===== src/rtl/rv_fetch_pkg.sv =====
// Shared fetch-stage definitions: FSM state encoding, reset/NOP constants and
// instruction field bit positions (also used by the control decoder).
package rv_fetch_pkg;

    localparam int unsigned XLEN  = 32;
    localparam int unsigned OP_W  = 7;
    localparam int unsigned F3_W  = 3;

    localparam logic [XLEN-1:0] RESET_PC_DEFAULT  = 32'h0000_0000;
    localparam logic [XLEN-1:0] NOP_INSTR_DEFAULT = 32'h0000_0013;  // ADDI x0,x0,0
    localparam int unsigned     TIMEOUT_DEFAULT   = 16;

    // Instruction field bit positions
    localparam int unsigned OP_LSB       = 0;
    localparam int unsigned OP_MSB       = 6;
    localparam int unsigned FUNCT3_LSB   = 12;
    localparam int unsigned FUNCT3_MSB   = 14;
    localparam int unsigned FUNCT7B5_BIT = 30;

    typedef enum logic [1:0] {
        S_IDLE  = 2'd0,
        S_FETCH = 2'd1,
        S_EXEC  = 2'd2,
        S_HALT  = 2'd3
    } fetch_state_t;

endpackage


===== src/rtl/fetch_timeout_ctr.sv =====
// Counts cycles an outstanding fetch has waited for ack.
// Ports: clk, reset_n (sync, active-low), i_clear, i_enable,
//        o_expired_c (combinational: count has reached TIMEOUT-1).
module fetch_timeout_ctr #(
    parameter int unsigned TIMEOUT = 16
) (
    input  logic clk,
    input  logic reset_n,
    input  logic i_clear,
    input  logic i_enable,
    output logic o_expired_c
);

    localparam int unsigned CW = (TIMEOUT > 1) ? $clog2(TIMEOUT) : 1;

    logic [CW-1:0] r_cnt;

    // Clear dominates enable; counter never needs to wrap past TIMEOUT-1
    always_ff @(posedge clk) begin
        if (!reset_n) begin
            r_cnt <= '0;
        end else if (i_clear) begin
            r_cnt <= '0;
        end else if (i_enable && !o_expired_c) begin
            r_cnt <= r_cnt + CW'(1);
        end
    end

    assign o_expired_c = (r_cnt == CW'(TIMEOUT - 1));

endmodule


===== src/rtl/instr_fetch_unit.sv =====
// Fetch stage: owns the PC, fetches instructions over a req/ack handshake,
// holds them in an instruction register until retired, computes next PC.
// Ports:
//   clk, reset_n                 clock, synchronous active-low reset
//   imem_req/addr/ack/rdata      instruction memory handshake
//   instr_valid, instr, pc       registered instruction state
//   op, funct3, funct7, pc_plus4 combinational views of the registers
//   retire, pc_src, pc_target    retirement and redirect from the core
//   fetch_err, misalign_err      sticky error flags (cleared only by reset)
module instr_fetch_unit
    import rv_fetch_pkg::*;
#(
    parameter logic [31:0]  RESET_PC  = RESET_PC_DEFAULT,
    parameter int unsigned  TIMEOUT   = TIMEOUT_DEFAULT,
    parameter logic [31:0]  NOP_INSTR = NOP_INSTR_DEFAULT
) (
    input  logic              clk,
    input  logic              reset_n,
    output logic              imem_req,
    output logic [XLEN-1:0]   imem_addr,
    input  logic              imem_ack,
    input  logic [XLEN-1:0]   imem_rdata,
    output logic              instr_valid,
    output logic [XLEN-1:0]   instr,
    output logic [OP_W-1:0]   op,
    output logic [F3_W-1:0]   funct3,
    output logic              funct7,
    output logic [XLEN-1:0]   pc,
    output logic [XLEN-1:0]   pc_plus4,
    input  logic              retire,
    input  logic              pc_src,
    input  logic [XLEN-1:0]   pc_target,
    output logic              fetch_err,
    output logic              misalign_err
);

    fetch_state_t    r_state;
    logic [XLEN-1:0] r_pc;
    logic [XLEN-1:0] r_instr;
    logic            r_imem_req;
    logic            r_instr_valid;
    logic            r_fetch_err;
    logic            r_misalign_err;

    logic [XLEN-1:0] w_pc_plus4;
    logic            w_in_fetch;
    logic            w_expired;

    assign w_pc_plus4 = r_pc + 32'd4;
    assign w_in_fetch = (r_state == S_FETCH);

    // Counter runs only while a request is outstanding and unanswered
    fetch_timeout_ctr #(
        .TIMEOUT (TIMEOUT)
    ) u_timeout (
        .clk         (clk),
        .reset_n     (reset_n),
        .i_clear     (!w_in_fetch || imem_ack),
        .i_enable    (w_in_fetch),
        .o_expired_c (w_expired)
    );

    // Fetch FSM with registered outputs
    always_ff @(posedge clk) begin
        if (!reset_n) begin
            r_state        <= S_IDLE;
            r_pc           <= RESET_PC;
            r_instr        <= NOP_INSTR;
            r_imem_req     <= 1'b0;
            r_instr_valid  <= 1'b0;
            r_fetch_err    <= 1'b0;
            r_misalign_err <= 1'b0;
        end else begin
            case (r_state)
                S_IDLE: begin
                    r_state    <= S_FETCH;
                    r_imem_req <= 1'b1;
                end
                S_FETCH: begin
                    // Ack wins over a timeout expiring in the same cycle
                    if (imem_ack) begin
                        r_instr       <= imem_rdata;
                        r_instr_valid <= 1'b1;
                        r_imem_req    <= 1'b0;
                        r_state       <= S_EXEC;
                    end else if (w_expired) begin
                        r_fetch_err <= 1'b1;
                        r_imem_req  <= 1'b0;
                        r_state     <= S_HALT;
                    end
                end
                S_EXEC: begin
                    if (retire) begin
                        r_instr_valid <= 1'b0;
                        r_instr       <= NOP_INSTR;
                        if (!pc_src) begin
                            r_pc       <= w_pc_plus4;
                            r_imem_req <= 1'b1;
                            r_state    <= S_FETCH;
                        end else if (pc_target[1:0] == 2'b00) begin
                            r_pc       <= pc_target;
                            r_imem_req <= 1'b1;
                            r_state    <= S_FETCH;
                        end else begin
                            r_misalign_err <= 1'b1;
                            r_state        <= S_HALT;
                        end
                    end
                end
                S_HALT: begin
                    r_imem_req    <= 1'b0;
                    r_instr_valid <= 1'b0;
                end
                default: begin
                    r_state <= S_HALT;
                end
            endcase
        end
    end

    assign imem_req     = r_imem_req;
    assign imem_addr    = r_pc;
    assign instr_valid  = r_instr_valid;
    assign instr        = r_instr;
    assign pc           = r_pc;
    assign pc_plus4     = w_pc_plus4;
    assign fetch_err    = r_fetch_err;
    assign misalign_err = r_misalign_err;

    assign op     = r_instr[OP_MSB:OP_LSB];
    assign funct3 = r_instr[FUNCT3_MSB:FUNCT3_LSB];
    assign funct7 = r_instr[FUNCT7B5_BIT];

endmodule


===== config.mk =====
export PLATFORM = sky130hd
export DESIGN_NAME = instr_fetch_unit
export DESIGN_NICKNAME = d
export VERILOG_FILES = /design/src/rtl/rv_fetch_pkg.sv /design/src/rtl/fetch_timeout_ctr.sv /design/src/rtl/instr_fetch_unit.sv
export SDC_FILE = /design/constraint.sdc
export NUM_CORES = 1
export LEC_CHECK = 0
export ABC_CLOCK_PERIOD_IN_PS = 3300
export BUFFER_PORTS_ARGS = -buffer_cell sky130_fd_sc_hd__buf_2
export CAP_MARGIN = 20
export CORE_ASPECT_RATIO = 1.2
export CORE_MARGIN = 1.5
export CORE_UTILIZATION = 46
export DETAILED_ROUTE_END_ITERATION = 8
export GPL_TIMING_DRIVEN = 0
export PLACE_DENSITY = 0.81
export SYNTH_ARGS = -nofsm -noshare
export SYNTH_HDL_FRONTEND = slang
export SYNTH_SLANG_ARGS = --single-unit

===== constraint.sdc =====
create_clock -name clk -period 3.3 [get_ports clk]
set_input_delay 0.99 -clock clk [delete_from_list [all_inputs] [get_ports clk]]
set_output_delay 0.99 -clock clk [all_outputs]
set_load 0.01 [all_outputs]

==> results.md, run 1 <==
- The clock network latency to the later pin of the worst-skew pair is around 360 ps.
- Across all register-to-register paths, the minimum setup slack is a little over 700 ps.
- The tree built by TritonCTS fans out to 74 sinks.
- The worst setup path is captured at a primary output.
- The portion of synthesized cell area occupied by the leading cell type is between 30 and 40%.
- The share of final-layout standard cells stronger than drive strength 1 is 42.3%.
- Dividing the detail-routed via count by the number of cells gives about 5.5.
- The H-tree generated during clock tree synthesis spans 3 levels.
- Counting tap cells, the placed design contains a total of 834 instances.
- Clock tree synthesis inserted a total of 9 buffers.
- The leftover overflow at the end of global routing is 0.
- The total number of vias is approximately 4,700.
- The cell-internal power is between 1.5 and 2 mW.
- The final weighted congestion in routability-driven placement is roughly 0.9.
- The final cell area excluding filler cells is 0.00561 mm2.
- The normalized max-slew margin is 40.3%.
- The number of design-rule violations left by the first detailed-router iteration is roughly 280.
- The smallest clock period supported by the final layout is computed as 3210 ps.
- The number of nets with antenna violations after routing is 0.
- The HPWL reported at the end of detailed placement is 10,000 um.
- Measured on the finished design, the core utilization comes to 65.2%.
- The number of cells traversed by the worst hold path is 2.
- The synthesis warning total is 0.
- The maximum vdd ir drop is around 0.41 mV.
- The element type at the critical path start is a flop.
- The destination of the worst hold path is fetch_err$_SDFFE_PN0P_.
- The first detailed-routing pass took 7 iterations.
- The relative area change from synthesis to final layout is 36.7%.
- For this run, the total global-route usage over all layers was measured as between 20% and 30%.
- The count of state elements after synthesis is 74.
- The proportion of power drawn by flip-flops and latches is between 40% and 50%.
- The count of antenna diodes in the layout is 0.
- The number of rows created at floorplan is 37.
- For this design the ratio of total power to cell area is 449 mW/mm2.
- The share of the Yosys chip area taken by registers is a little over a third.
- Counting cells, the worst reg-to-reg path comes to 9.
- The class of the most critical hold timing path is reg -> reg.
- The type of the setup path with the least slack is reg -> out.
- The hold path startpoint is fetch_err$_SDFFE_PN0P_.
- The distinct cell type count after synthesis is 47.
- After clock tree synthesis, the clock-pin slew on the worst setup and hold paths is ~90 ps.
- The final layout contains routed wiring with a total length of 13,300 um.
- Of the total power, the share spent switching nets is about a third.
- The final routed wire length divided by cell count is 15.6 um.
- In the routed design, unresolved DRC markers number 0.
- Counting flops with an async set or reset pin after synthesis yields a share of 0%.
- The region available for standard cell placement spans 0.00861 mm2.
- The worst flop-to-flop path endpoint is imem_addr[11]$_SDFFE_PN0P_.
- The power dissipated by switching net loads is approximately 0.85 mW.
- The die is ~90 um wide.
- Synthesis handed over a netlist of 507 instances.
- The number of enable-type register cells in the synthesized netlist is 0.
- The cell taking the most area after synthesis is sky130_fd_sc_hd__dfxtp_1.
- The number of maximum-capacitance constraint violations is 0.
- The pin count of the biggest net entering global routing is 13.
- The startpoint of the lowest-slack register-to-register path is r_state[0]$_SDFFE_PN0P_.
- The vertical die dimension is roughly 110 um.
- For this configuration, the core starts out at a cell density of a little under half.
- When the netlist entered floorplanning its net count stood at about 580.
- The worst path arrival time is about 2200 ps.
- The final number of hold-violating endpoints came to 0.
- The transition at the pin with the smallest max-transition slack is a little under 900 ps.
- The cell area after placement is approximately 0.0053 mm2.
- In this run the worst path has a maximum fanout of 7.
- The power share of the combinational group is between 20 and 30%.
- The clock passes through at most 2 buffers.
- The initial antenna violation count was 1.
- The first global-routing pass estimated approximately 21,000 um of wire.
- The die covers approximately 0.0095 mm2.
- The TritonCTS clock tree is built.
- The via count of the first global-routing pass is 4,462.
- During I/O placement, the number of pins put on the boundary was approximately 210.
- The run finished with clean final reports.
- The share of total power in the clock network is approximately 29%.
- The port buffer count is 210.
- Setup violations remaining at the end of the flow were counted as 0.
- The final-report max-slew violation count is 0.
- The fraction of the cycle the final worst path needs is a little over nine tenths.
- The clock arrives with 8.17 ps of skew.
- The post-synth design cell area is a little over 0.004 mm2.
- The filler-free cell count of the finished design is 857.
- The flip-flop cell with the highest count after synthesis is sky130_fd_sc_hd__dfxtp_1.
- The final-stage net count is 810.
- Sorting the synthesized cells by area gives the leading types as sky130_fd_sc_hd__dfxtp_1 (36%), sky130_fd_sc_hd__buf_4 (8.8%), sky130_fd_sc_hd__a22oi_1 (5.5%).
- The root buffer cell chosen for the clock tree is sky130_fd_sc_hd__clkbuf_8.
- The post-synthesis average cell area is between 8 and 9 um2.
- The leakage power total is about 2.8 nW.
- Data on the critical path is required at its endpoint by 2310 ps.
- The fmax is 0.312 GHz.
==> final cells by class <==
cell class / instances / area, um2
fillers: 767 / 3000
inverters: 7 / 26.3
flip-flops and latches: 74 / 1490
plain buffers: 82 / 499
repair buffers: 217 / 1100
clock buffers: 11 / 151
well taps: 117 / 146
clock inverters: 5 / 52.6
multi-input cells: 344 / 2150
==> cell usage in the layout (no fill, tap or decap), drive strengths merged, types with 21 or more instances in the layout <==
master,count
a21oi,23
a22oi,30
buf,275
clkbuf,35
dfxtp,74
nand2,42
nand3,28
nor2,54
o21ai,21
xnor2,21
==> worst max-delay path, stage by stage, from the launching register on <==
cell                      delay [ps]
sky130_fd_sc_hd__dfxtp_2         420
sky130_fd_sc_hd__ha_4            180
sky130_fd_sc_hd__nand3_2         180
sky130_fd_sc_hd__nor4_4          310
sky130_fd_sc_hd__buf_4           200
sky130_fd_sc_hd__nand4_1         120
sky130_fd_sc_hd__xnor2_1         250
sky130_fd_sc_hd__buf_2           190
==> synth_stat cells (3+ instances only) <==
| cell type | number |
|---|---|
| sky130_fd_sc_hd__ha_1 | 6 |
| sky130_fd_sc_hd__o22ai_1 | 5 |
| sky130_fd_sc_hd__buf_4 | 48 |
| sky130_fd_sc_hd__xnor2_1 | 21 |
| sky130_fd_sc_hd__a31oi_1 | 11 |
| sky130_fd_sc_hd__nor4_1 | 6 |
| sky130_fd_sc_hd__o21ai_0 | 21 |
| sky130_fd_sc_hd__a22oi_1 | 30 |
| sky130_fd_sc_hd__or3_1 | 3 |
| sky130_fd_sc_hd__nor2_1 | 54 |
| sky130_fd_sc_hd__dfxtp_1 | 74 |
| sky130_fd_sc_hd__a211oi_1 | 3 |
| sky130_fd_sc_hd__nand4_1 | 11 |
| sky130_fd_sc_hd__buf_2 | 8 |
| sky130_fd_sc_hd__o311ai_0 | 5 |
| sky130_fd_sc_hd__nor3_1 | 19 |
| sky130_fd_sc_hd__a21oi_1 | 23 |
| sky130_fd_sc_hd__a221o_1 | 3 |
| sky130_fd_sc_hd__xor2_1 | 8 |
| sky130_fd_sc_hd__and3_1 | 9 |
| sky130_fd_sc_hd__nand2_1 | 42 |
| sky130_fd_sc_hd__and4_1 | 4 |
| sky130_fd_sc_hd__a31o_2 | 5 |
| sky130_fd_sc_hd__inv_1 | 7 |
| sky130_fd_sc_hd__a41oi_1 | 4 |
| sky130_fd_sc_hd__clkbuf_1 | 25 |
| sky130_fd_sc_hd__nand3_1 | 27 |
==> metal layers <==
layer | wire length (um) | up-vias | global-route usage, %
met5 | 0 | - | 0
met1 | 5040 | 2178 | 31.3
met2 | 6700 | 266 | 48.5
li1 | - | 2237 | -
met4 | 411 | 0 | 13.3
met3 | 1190 | 40 | 6.68
==> worst max path at each step <==
stage,endpoint,from
finish,pc_plus4[20],imem_addr[3]$_SDFFE_PN0P_
global route,pc_plus4[20],imem_addr[3]$_SDFFE_PN0P_
CTS,pc_plus4[17],imem_addr[11]$_SDFFE_PN0P_
detailed placement,pc_plus4[30],imem_addr[2]$_SDFFE_PN0P_
global placement,pc_plus4[30],imem_addr[2]$_SDFFE_PN0P_
floorplan,pc_plus4[30],imem_addr[2]$_SDFFE_PN0P_
==> registers in the layout, indices dropped and copies added, names as in the netlist <==
name	count
instr	32
imem_addr	32
imem_req	1
fetch_err	1
instr_valid	1
r_state	2
u_timeout.r_cnt	4
misalign_err	1
==> stage by stage <==
step / hold slack (ps) / setup TNS (ps) / total power, mW / setup slack (ps)
after global routing: 520 / -8.89 / 2.66 / -6.96
after detailed placement: 455 / 0 / 1.79 / 271
final: 471 / 0 / 2.52 / 93.5
after floorplan: 481 / 0 / 1.53 / 427
after CTS: 480 / -20.3 / 2.53 / -20.3
after global placement: 448 / 0 / 1.76 / 296
==> power by group through the flow <==
stage / Clock (mW) / Sequential [mW] / Combinational, mW
finish: 0.742 / 1.05 / 0.724
global route: 0.779 / 1.07 / 0.815
CTS: 0.746 / 1.05 / 0.727
detailed placement: 0 / 1.07 / 0.722
global placement: 0 / 1.07 / 0.696
floorplan: 0 / 1.10 / 0.426
==> kinds of logic (layout without fill, tap and decap cells) <==
logic type / count (synthesis) / in the layout / synth area share, %
and+or+nand+nor: 188 / 188 / 23.1
AOI/OAI and AO/OA: 120 / 120 / 19.8
buffers and inverters: 89 / 322 / 12.8
DFF: 74 / 74 / 36.1
xor gates and xnor gates: 29 / 29 / 6.19
adders and majority gates: 6 / 6 / 1.83
muxes: 1 / 1 / 0.244
==> timing repair <==
action | CTS | global route
gates cloned | 0 | 0
gates resized for setup | 6 | 7
setup endpoints to repair | 9 | 12
pin swaps | 3 | 4
buffers inserted | 3 | 4
hold buffers | 0 | 0
Power figures use the tool's default switching activity.
==> run 2, diff against run 1 <==
--- a/config.mk
+++ b/config.mk
@@ -8,12 +8,14 @@
 export ABC_CLOCK_PERIOD_IN_PS = 3300
 export BUFFER_PORTS_ARGS = -buffer_cell sky130_fd_sc_hd__buf_2
 export CAP_MARGIN = 20
+export CELL_PAD_IN_SITES_DETAIL_PLACEMENT = 2
+export CELL_PAD_IN_SITES_GLOBAL_PLACEMENT = 2
 export CORE_ASPECT_RATIO = 1.2
-export CORE_MARGIN = 1.5
-export CORE_UTILIZATION = 46
+export CORE_MARGIN = 5
+export CORE_UTILIZATION = 24
 export DETAILED_ROUTE_END_ITERATION = 8
 export GPL_TIMING_DRIVEN = 0
-export PLACE_DENSITY = 0.81
+export PLACE_DENSITY = 0.8
 export SYNTH_ARGS = -nofsm -noshare
 export SYNTH_HDL_FRONTEND = slang
 export SYNTH_SLANG_ARGS = --single-unit
==> results.md, run 2 (same netlist as run 1, synthesis figures left out) <==
- The core area came to 0.0169 mm2 (was 0.00861 mm2).
- The transition at the pin with the smallest max-transition slack is 1020 ps (was 888 ps).
- The leftover overflow at the end of global routing was 0 (unchanged).
- The detailed-route vias per instance was 5.04 (was 5.51).
- The startpoint of the lowest-slack register-to-register path is r_state[0]$_SDFFE_PN0P_ (unchanged).
- The cell area after placement is 0.00543 mm2 (was 0.00530 mm2).
- The final setup violation count is 0 (unchanged).
- The hold path startpoint is imem_req$_SDFFE_PN0P_ (was fetch_err$_SDFFE_PN0P_).
- The width of the die is 129 um (was 89.3 um).
- The clock transition at the registers of the reported paths is 60 ps (was 90 ps).
- The count of TritonRoute iterations in the first routing pass is 4 (was 7).
- Most frequent cells in the layout: sky130_fd_sc_hd__buf_2 (215), sky130_fd_sc_hd__dfxtp_1 (66), sky130_fd_sc_hd__buf_4 (58), sky130_fd_sc_hd__nor2_1 (53), sky130_fd_sc_hd__nand2_1 (42) (was sky130_fd_sc_hd__buf_2 (219), sky130_fd_sc_hd__dfxtp_1 (72), sky130_fd_sc_hd__buf_4 (55), sky130_fd_sc_hd__nor2_1 (54), sky130_fd_sc_hd__nand2_1 (42)).
- The clock root buffer is sky130_fd_sc_hd__clkbuf_16 (was sky130_fd_sc_hd__clkbuf_8).
- The number of top-level pins is 212 (unchanged).
- The total number of vias is 4,843 (was 4,721).
- The cell count of the worst reg-to-reg path is 8 (was 9).
- The power dissipated by switching net loads is 0.958 mW (was 0.848 mW).
- The post-route DRC violation count is 0 (unchanged).
- The power share of the combinational group is 26.3% (was 28.7%).
- The summed negative setup slack over all endpoints is 0 ps (unchanged).
- The pin count of the biggest net entering global routing is 14 (was 13).
- Status: finished clean (unchanged).
- The maximum single-stage delay on the critical path is 350 ps (was 420 ps).
- The global-route usage over all layers is 18.5% (was 27.9%).
- The maximum vdd ir drop is 0.286 mV (was 0.412 mV).
- The die outline area is 0.0198 mm2 (was 0.00951 mm2).
- The number of design-rule violations left by the first detailed-router iteration is 217 (was 277).
- The fraction of the cycle the final worst path needs came to 97.6% (was 97.2%).
- The final critical-path required period is 3220 ps (was 3210 ps).
- The wire length of the first global-routing pass is 29,300 um (was 21,000 um).
- The biggest fanout along the worst timing path is 9 (was 7).
- The register-to-register setup slack is 560 ps (was 710 ps).
- The placed instance count came to 933 (was 834).
- Counting stages on the worst path, the most repeated cell is sky130_fd_sc_hd__buf_4.
- The post-place setup slack is 90.8 ps (was 271 ps).
- The vertical die dimension is 153 um (was 107 um).
- The library cell contributing the largest single delay on the critical path is sky130_fd_sc_hd__dfxtp_1 (was sky130_fd_sc_hd__dfxtp_2).
- The clock network latency to the later pin of the worst-skew pair is 350 ps (was 360 ps).
- The element type at the critical path start was a flop (unchanged).
- The relative area change from synthesis to final layout is 44.1% (was 36.7%).
- The final-report max-slew violation count is 0 (unchanged).
- The number of H-tree branching levels came to 3 (unchanged).
- The number of rows created at floorplan was 52 (was 37).
- The cell-internal power is 1.97 mW (was 1.67 mW).
- The leakage power total is 2.88 nW (was 2.80 nW).
- Cells along the critical path: clkbuf_4 > and4_1 > buf_4 > nand4_1 > buf_4 > nor4_2 > xor2_1 > buf_2 (was ha_4 > nand3_2 > nor4_4 > buf_4 > nand4_1 > xnor2_1 > buf_2).
- The final weighted congestion in routability-driven placement is 0.776 (was 0.907).
- The TritonCTS clock tree is built (unchanged).
- The initial cell density of the core was 24.4% (was 47.7%).
- The filler-free cell count of the finished design came to 960 (was 857).
- The number of buffers added by the clock tree synthesis step is 9 (unchanged).
- The via count of the first global-routing pass came to 5,375 (was 4,462).
- The destination of the worst hold path is imem_req$_SDFFE_PN0P_ (was fetch_err$_SDFFE_PN0P_).
- The final-stage net count is 813 (was 810).
- The final number of hold-violating endpoints came to 0 (unchanged).
- The commonest non-fill, non-tap cell in the layout is sky130_fd_sc_hd__buf_2 (unchanged).
- The final worst-path setup slack is 78.9 ps (was 93.5 ps).
- The number of nets with antenna violations after routing came to 0 (unchanged).
- The number of cells traversed by the worst hold path is 2 (unchanged).
- The final routed wire length divided by cell count is 19.7 um (was 15.6 um).
- The required time at the worst-slack endpoint came to 2310 ps (about the same).
- The type of the setup path with the least slack was reg -> out (unchanged).
- The final clock skew is 6.49 ps (was 8.17 ps).
- The port buffer count is 210 (unchanged).
- The switching part of the total power came to 32.7% (was 33.6%).
- The class of the most critical hold timing path is reg -> reg (unchanged).
- The number of maximum-capacitance constraint violations was 0 (unchanged).
- The worst path arrival time is 2230 ps (was 2220 ps).
- The number of filler instances in the final layout was 1,959 (was 767).
- The CTS sink count is 74 (unchanged).
- The initial antenna violation count is 5 (was 1).
- The aggregate routed wire length is 18,900 um (was 13,300 um).
- The kind of end point of the critical path is a primary output (unchanged).
- The normalized max-slew margin came to 31.6% (was 40.3%).
- The deepest clock path buffer count came to 2 (unchanged).
- The final cell area excluding filler cells came to 0.00592 mm2 (was 0.00561 mm2).
- The fmax is 0.310 GHz (was 0.312 GHz).
- The proportion of power drawn by flip-flops and latches came to 36.2% (was 41.8%).
- The share of final-layout standard cells stronger than drive strength 1 is 43.6% (was 42.3%).
- Setup repair after global routing could not meet its margin everywhere.
- The worst flop-to-flop path endpoint was imem_addr[19]$_SDFFE_PN0P_ (was imem_addr[11]$_SDFFE_PN0P_).
- The power density normalized to cell area came to 496 mW/mm2 (was 449 mW/mm2).
- The share of total power in the clock network was 37.5% (was 29.4%).
- The HPWL reported at the end of detailed placement is 14,800 um (was 10,000 um).
- The count of hold-fix buffers inserted at cts is 0 (unchanged).
run 2: cell types whose count changed in the layout (fill, tap and decap cells not counted), moves of 3 or more:
cell | previous run | this run
sky130_fd_sc_hd__clkbuf_16 | 0 | 9
sky130_fd_sc_hd__dfxtp_2 | 1 | 6
sky130_fd_sc_hd__buf_2 | 219 | 215
sky130_fd_sc_hd__dfxtp_1 | 72 | 66
sky130_fd_sc_hd__clkbuf_8 | 11 | 1
sky130_fd_sc_hd__clkbuf_4 | 0 | 3
sky130_fd_sc_hd__buf_4 | 55 | 58
run 2: critical path, delay by kind of cell (launching register included):
kind          cells  cell delay [ps]
flops             1              350
buf+inv           4              730
simple gates      3              560
xor+xnor          1              240
run 2: worst max path at each step:
stage              endpoint                       start  slack [ps]
2_1_floorplan  pc_plus4[30]   imem_addr[2]$_SDFFE_PN0P_         430
3_3_place_gp   pc_plus4[31]   imem_addr[4]$_SDFFE_PN0P_         130
3_5_place_dp   pc_plus4[31]   imem_addr[4]$_SDFFE_PN0P_          90
5_1_grt        pc_plus4[27]  imem_addr[11]$_SDFFE_PN0P_         -30
4_1_cts        pc_plus4[30]   imem_addr[4]$_SDFFE_PN0P_           3
6_report       pc_plus4[31]  imem_addr[11]$_SDFFE_PN0P_          80
run 2: timing repair:
| action | 4_1_cts | 5_1_grt |
|---|---|---|
| setup endpoints to repair | 16 | 9 |
| setup buffers | 6 | 4 |
| gates resized for setup | 10 | 15 |
| cloned | 0 | 0 |
| pin swaps | 4 | 4 |
run 2: power groups by stage:
stage          logic (mW)  clock network, mW  registers [mW]
6_report            0.771               1.10            1.06
3_3_place_gp        0.725                  0            1.07
5_1_grt             0.846               1.16            1.07
2_1_floorplan       0.426                  0            1.10
4_1_cts             0.779               1.13            1.06
3_5_place_dp        0.774                  0            1.08
run 2: metrics by stage:
step                      util, %  power, mW  hold WS, ps
after global routing         35.1       3.08          525
after global placement       32.2       1.80          456
after CTS                    34.7       2.97          496
after detailed placement     32.2       1.85          481
after floorplan                 -       1.53          481
final                        35.1       2.93          493
run 2: layout make-up:
class / instances / area [um2] / area share, %
Multi-Input combinational cell: 344 / 2160 / 36.5
Clock buffer: 10 / 239 / 4.04
Timing Repair Buffer: 220 / 1130 / 19.0
Clock inverter: 6 / 90.1 / 1.52
Buffer: 82 / 507 / 8.56
Tap cell: 216 / 270 / 4.57
Antenna cell: 1 / 2.50 / 0.0423
Inverter: 7 / 26.3 / 0.444
Sequential cell: 74 / 1500 / 25.3
run 2: per-layer routing:
metal | vias to the layer above | part of all wire, % | global-route usage, %
met3 | 43 | 6.9 | 4.75
met2 | 171 | 53 | 33.8
met4 | 8 | 2.8 | 7.43
met5 | - | 0.15 | 0
li1 | 2246 | - | -
met1 | 2375 | 37 | 20.0
==> run 3, diff against run 2 <==
==> constraint.sdc (replaced) <==
create_clock -name clk -period 3.3 [get_ports clk]
set_input_delay 0 -clock clk [delete_from_list [all_inputs] [get_ports clk]]
set_output_delay 0 -clock clk [all_outputs]
set_load 0.01 [all_outputs]
==> results.md, run 3 (same netlist as run 1, synthesis figures left out) <==
- The power dissipated by switching net loads is 1.01 mW (was 0.958 mW).
- The HPWL reported at the end of detailed placement is 14,800 um (unchanged).
- The hold path startpoint was pc_target[3] (was imem_req$_SDFFE_PN0P_).
- The library cell contributing the largest single delay on the critical path is sky130_fd_sc_hd__nor4_1 (was sky130_fd_sc_hd__dfxtp_1).
- The final core area utilization is 37.5% (was 35.1%).
- The filler-free cell count of the finished design is 1,008 (was 960).
- The vertical die dimension is 153 um (unchanged).
- The global-route usage over all layers was 20.6% (was 18.5%).
- The number of buffers added by the clock tree synthesis step is 9 (unchanged).
- The peak-usage layer in the global routing report is met2 (unchanged).
- The initial antenna violation count was 5 (unchanged).
- The fmax is 0.362 GHz (was 0.310 GHz).
- The leakage power total was 3.04 nW (was 2.88 nW).
- The port buffer count came to 210 (unchanged).
- The number of maximum-capacitance constraint violations came to 0 (unchanged).
- The hold slack is 1.53 ps (was 493 ps).
- Setup repair after global routing missed its margin: false (was true).
- The final clock skew is 8.78 ps (was 6.49 ps).
- The required time at the worst-slack endpoint was 3570 ps (was 2310 ps).
- The wire length of the first global-routing pass was 32,400 um (was 29,300 um).
- The cell-internal power is 2.02 mW (was 1.97 mW).
- The final-stage net count is 860 (was 813).
- The commonest non-fill, non-tap cell in the layout is sky130_fd_sc_hd__buf_2 (unchanged).
- The biggest fanout along the worst timing path is 10 (was 9).
- The met3 track demand over resource was 4.12% (was 4.75%).
- The element type at the critical path start is a flop (unchanged).
- The transition at the pin with the smallest max-transition slack was 721 ps (was 1020 ps).
- The final number of hold-violating endpoints is 0 (unchanged).
- The post-place setup slack was 610 ps (was 90.8 ps).
- The proportion of power drawn by flip-flops and latches is 35.2% (was 36.2%).
- The via count of the first global-routing pass is 5,802 (was 5,375).
- The maximum vdd ir drop is 0.283 mV (was 0.286 mV).
- Status: finished clean (unchanged).
- The final critical-path required period is 2760 ps (was 3220 ps).
- The number of H-tree branching levels came to 3 (unchanged).
- The aggregate routed wire length is 20,900 um (was 18,900 um).
- The placed instance count was 933 (unchanged).
- The clock network latency to the later pin of the worst-skew pair is 350 ps (about the same).
- The summed negative setup slack over all endpoints is 0 ps (unchanged).
- The number of buffer and inverter instances along the worst setup path is 3 (was 4).
- The register-to-register setup slack is 540 ps (was 560 ps).
- The power share of the combinational group came to 27.9% (was 26.3%).
- The share of total power in the clock network was 36.8% (was 37.5%).
- The final worst-path setup slack is 539 ps (was 78.9 ps).
- The CTS sink count is 74 (unchanged).
- The deepest clock path buffer count is 2 (unchanged).
- Cells along the critical path: inv_1 > ha_1 > clkbuf_1 > nand3_1 > clkbuf_1 > nor4_1 > a22oi_1 > a21oi_1 (was clkbuf_4 > and4_1 > buf_4 > nand4_1 > buf_4 > nor4_2 > xor2_1 > buf_2).
- The final-report max-slew violation count is 0 (unchanged).
- The normalized max-slew margin is 51.5% (was 31.6%).
- The kind of end point of the critical path is a flop (was primary output).
- The family of cells with the greatest summed delay on the critical path was simple AND/OR/NAND/NOR gates (was buffers and inverters).
- The number of rows created at floorplan was 52 (unchanged).
- The fraction of the cycle the final worst path needs is 83.7% (was 97.6%).
- The most repeated library cell on the critical path is sky130_fd_sc_hd__clkbuf_1 (was sky130_fd_sc_hd__buf_4).
- The count of TritonRoute iterations in the first routing pass came to 4 (unchanged).
- The total number of vias is 5,080 (was 4,843).
- The TritonCTS clock tree is built (unchanged).
- The type of the setup path with the least slack is reg -> reg (was reg -> out).
- The relative area change from synthesis to final layout came to 54.1% (was 44.1%).
- The share of final-layout standard cells stronger than drive strength 1 came to 37.6% (was 43.6%).
- The number of nets with antenna violations after routing was 0 (unchanged).
- The clock transition at the registers of the reported paths is 60 ps (about the same).
- The startpoint of the lowest-slack register-to-register path is r_state[0]$_SDFFE_PN0P_ (unchanged).
- The power density normalized to cell area is 478 mW/mm2 (was 496 mW/mm2).
- The pin count of the biggest net entering global routing came to 14 (unchanged).
- The leftover overflow at the end of global routing was 0 (unchanged).
- The clock root buffer is sky130_fd_sc_hd__clkbuf_16 (unchanged).
- The met1 usage is 21.7% (was 20.0%).
- The post-route DRC violation count came to 0 (unchanged).
- The initial cell density of the core came to 24.4% (unchanged).
- The number of design-rule violations left by the first detailed-router iteration is 227 (was 217).
- The global routing met2 resource utilization was 39.0% (was 33.8%).
- The maximum single-stage delay on the critical path is 620 ps (was 350 ps).
- The number of top-level pins is 212 (unchanged).
- The final setup violation count is 0 (unchanged).
- The class of the most critical hold timing path was in -> reg (was reg -> reg).
- The number of gates resized after CTS is 0 (was 10).
- The worst path arrival time is 3030 ps (was 2230 ps).
- The launch point of the critical path is r_state[0]$_SDFFE_PN0P_ (was imem_addr[11]$_SDFFE_PN0P_).
- The core area is 0.0169 mm2 (unchanged).
- The die outline area is 0.0198 mm2 (unchanged).
- The final routed wire length divided by cell count is 20.7 um (was 19.7 um).
- Most frequent cells in the layout: sky130_fd_sc_hd__buf_2 (218), sky130_fd_sc_hd__dfxtp_1 (74), sky130_fd_sc_hd__dlygate4sd3_1 (56), sky130_fd_sc_hd__nor2_1 (54), sky130_fd_sc_hd__buf_4 (48) (was sky130_fd_sc_hd__buf_2 (215), sky130_fd_sc_hd__dfxtp_1 (66), sky130_fd_sc_hd__buf_4 (58), sky130_fd_sc_hd__nor2_1 (53), sky130_fd_sc_hd__nand2_1 (42)).
- The detailed-route vias per instance is 5.04 (about the same).
- The switching part of the total power was 33.4% (was 32.7%).
- The width of the die is 129 um (unchanged).
- The final weighted congestion in routability-driven placement is 0.776 (unchanged).
[run 3: metal layers]
metal	up-vias	part of all wire, %
li1	2341	-
met1	2493	37
met2	188	55
met3	52	5.8
met4	6	2.9
met5	-	0.11
[run 3: area by class of cell]
class	count	area, um2
Antenna cell	2	5.00
Buffer	82	498
Sequential cell	74	1480
Inverter	7	26.3
Multi-Input combinational cell	344	2100
Fill cell	1940	10500
Tap cell	216	270
Clock inverter	6	90.1
Timing Repair Buffer	267	1620
Clock buffer	10	239
[run 3: metrics by stage]
stage	total power [mW]	area, um2
3_3_place_gp	1.80	5430
4_1_cts	3.02	6320
2_1_floorplan	1.53	4110
6_report	3.03	6330
3_5_place_dp	1.85	5430
5_1_grt	3.16	6330
[run 3: final timing paths]
kind                                endpoint  cells after the start
hold reg to reg     instr_valid$_SDFFE_PN0P_                      2
hold / removal     imem_addr[3]$_SDFFE_PN0P_                      3
setup / recovery  imem_addr[19]$_SDFFE_PN0P_                      8
setup reg to reg  imem_addr[19]$_SDFFE_PN0P_                      8
[run 3: tightest hold or removal path, stage by stage]
cell	delay, ps
sky130_fd_sc_hd__buf_2	110
sky130_fd_sc_hd__o21ai_0	80
sky130_fd_sc_hd__a21oi_1	130
[run 3: power groups by stage]
stage	combinational, mW	clock (mW)	sequential, mW
floorplan	0.426	0	1.10
finish	0.845	1.12	1.07
global placement	0.725	0	1.07
detailed placement	0.774	0	1.08
CTS	0.830	1.13	1.06
global route	0.916	1.17	1.08
[run 3: timing repair]
| action | in CTS | in global routing |
|---|---|---|
| endpoints found under the hold margin | 56 | 0 |
| buffers inserted | 0 | 0 |
| hold buffers | 56 | 0 |
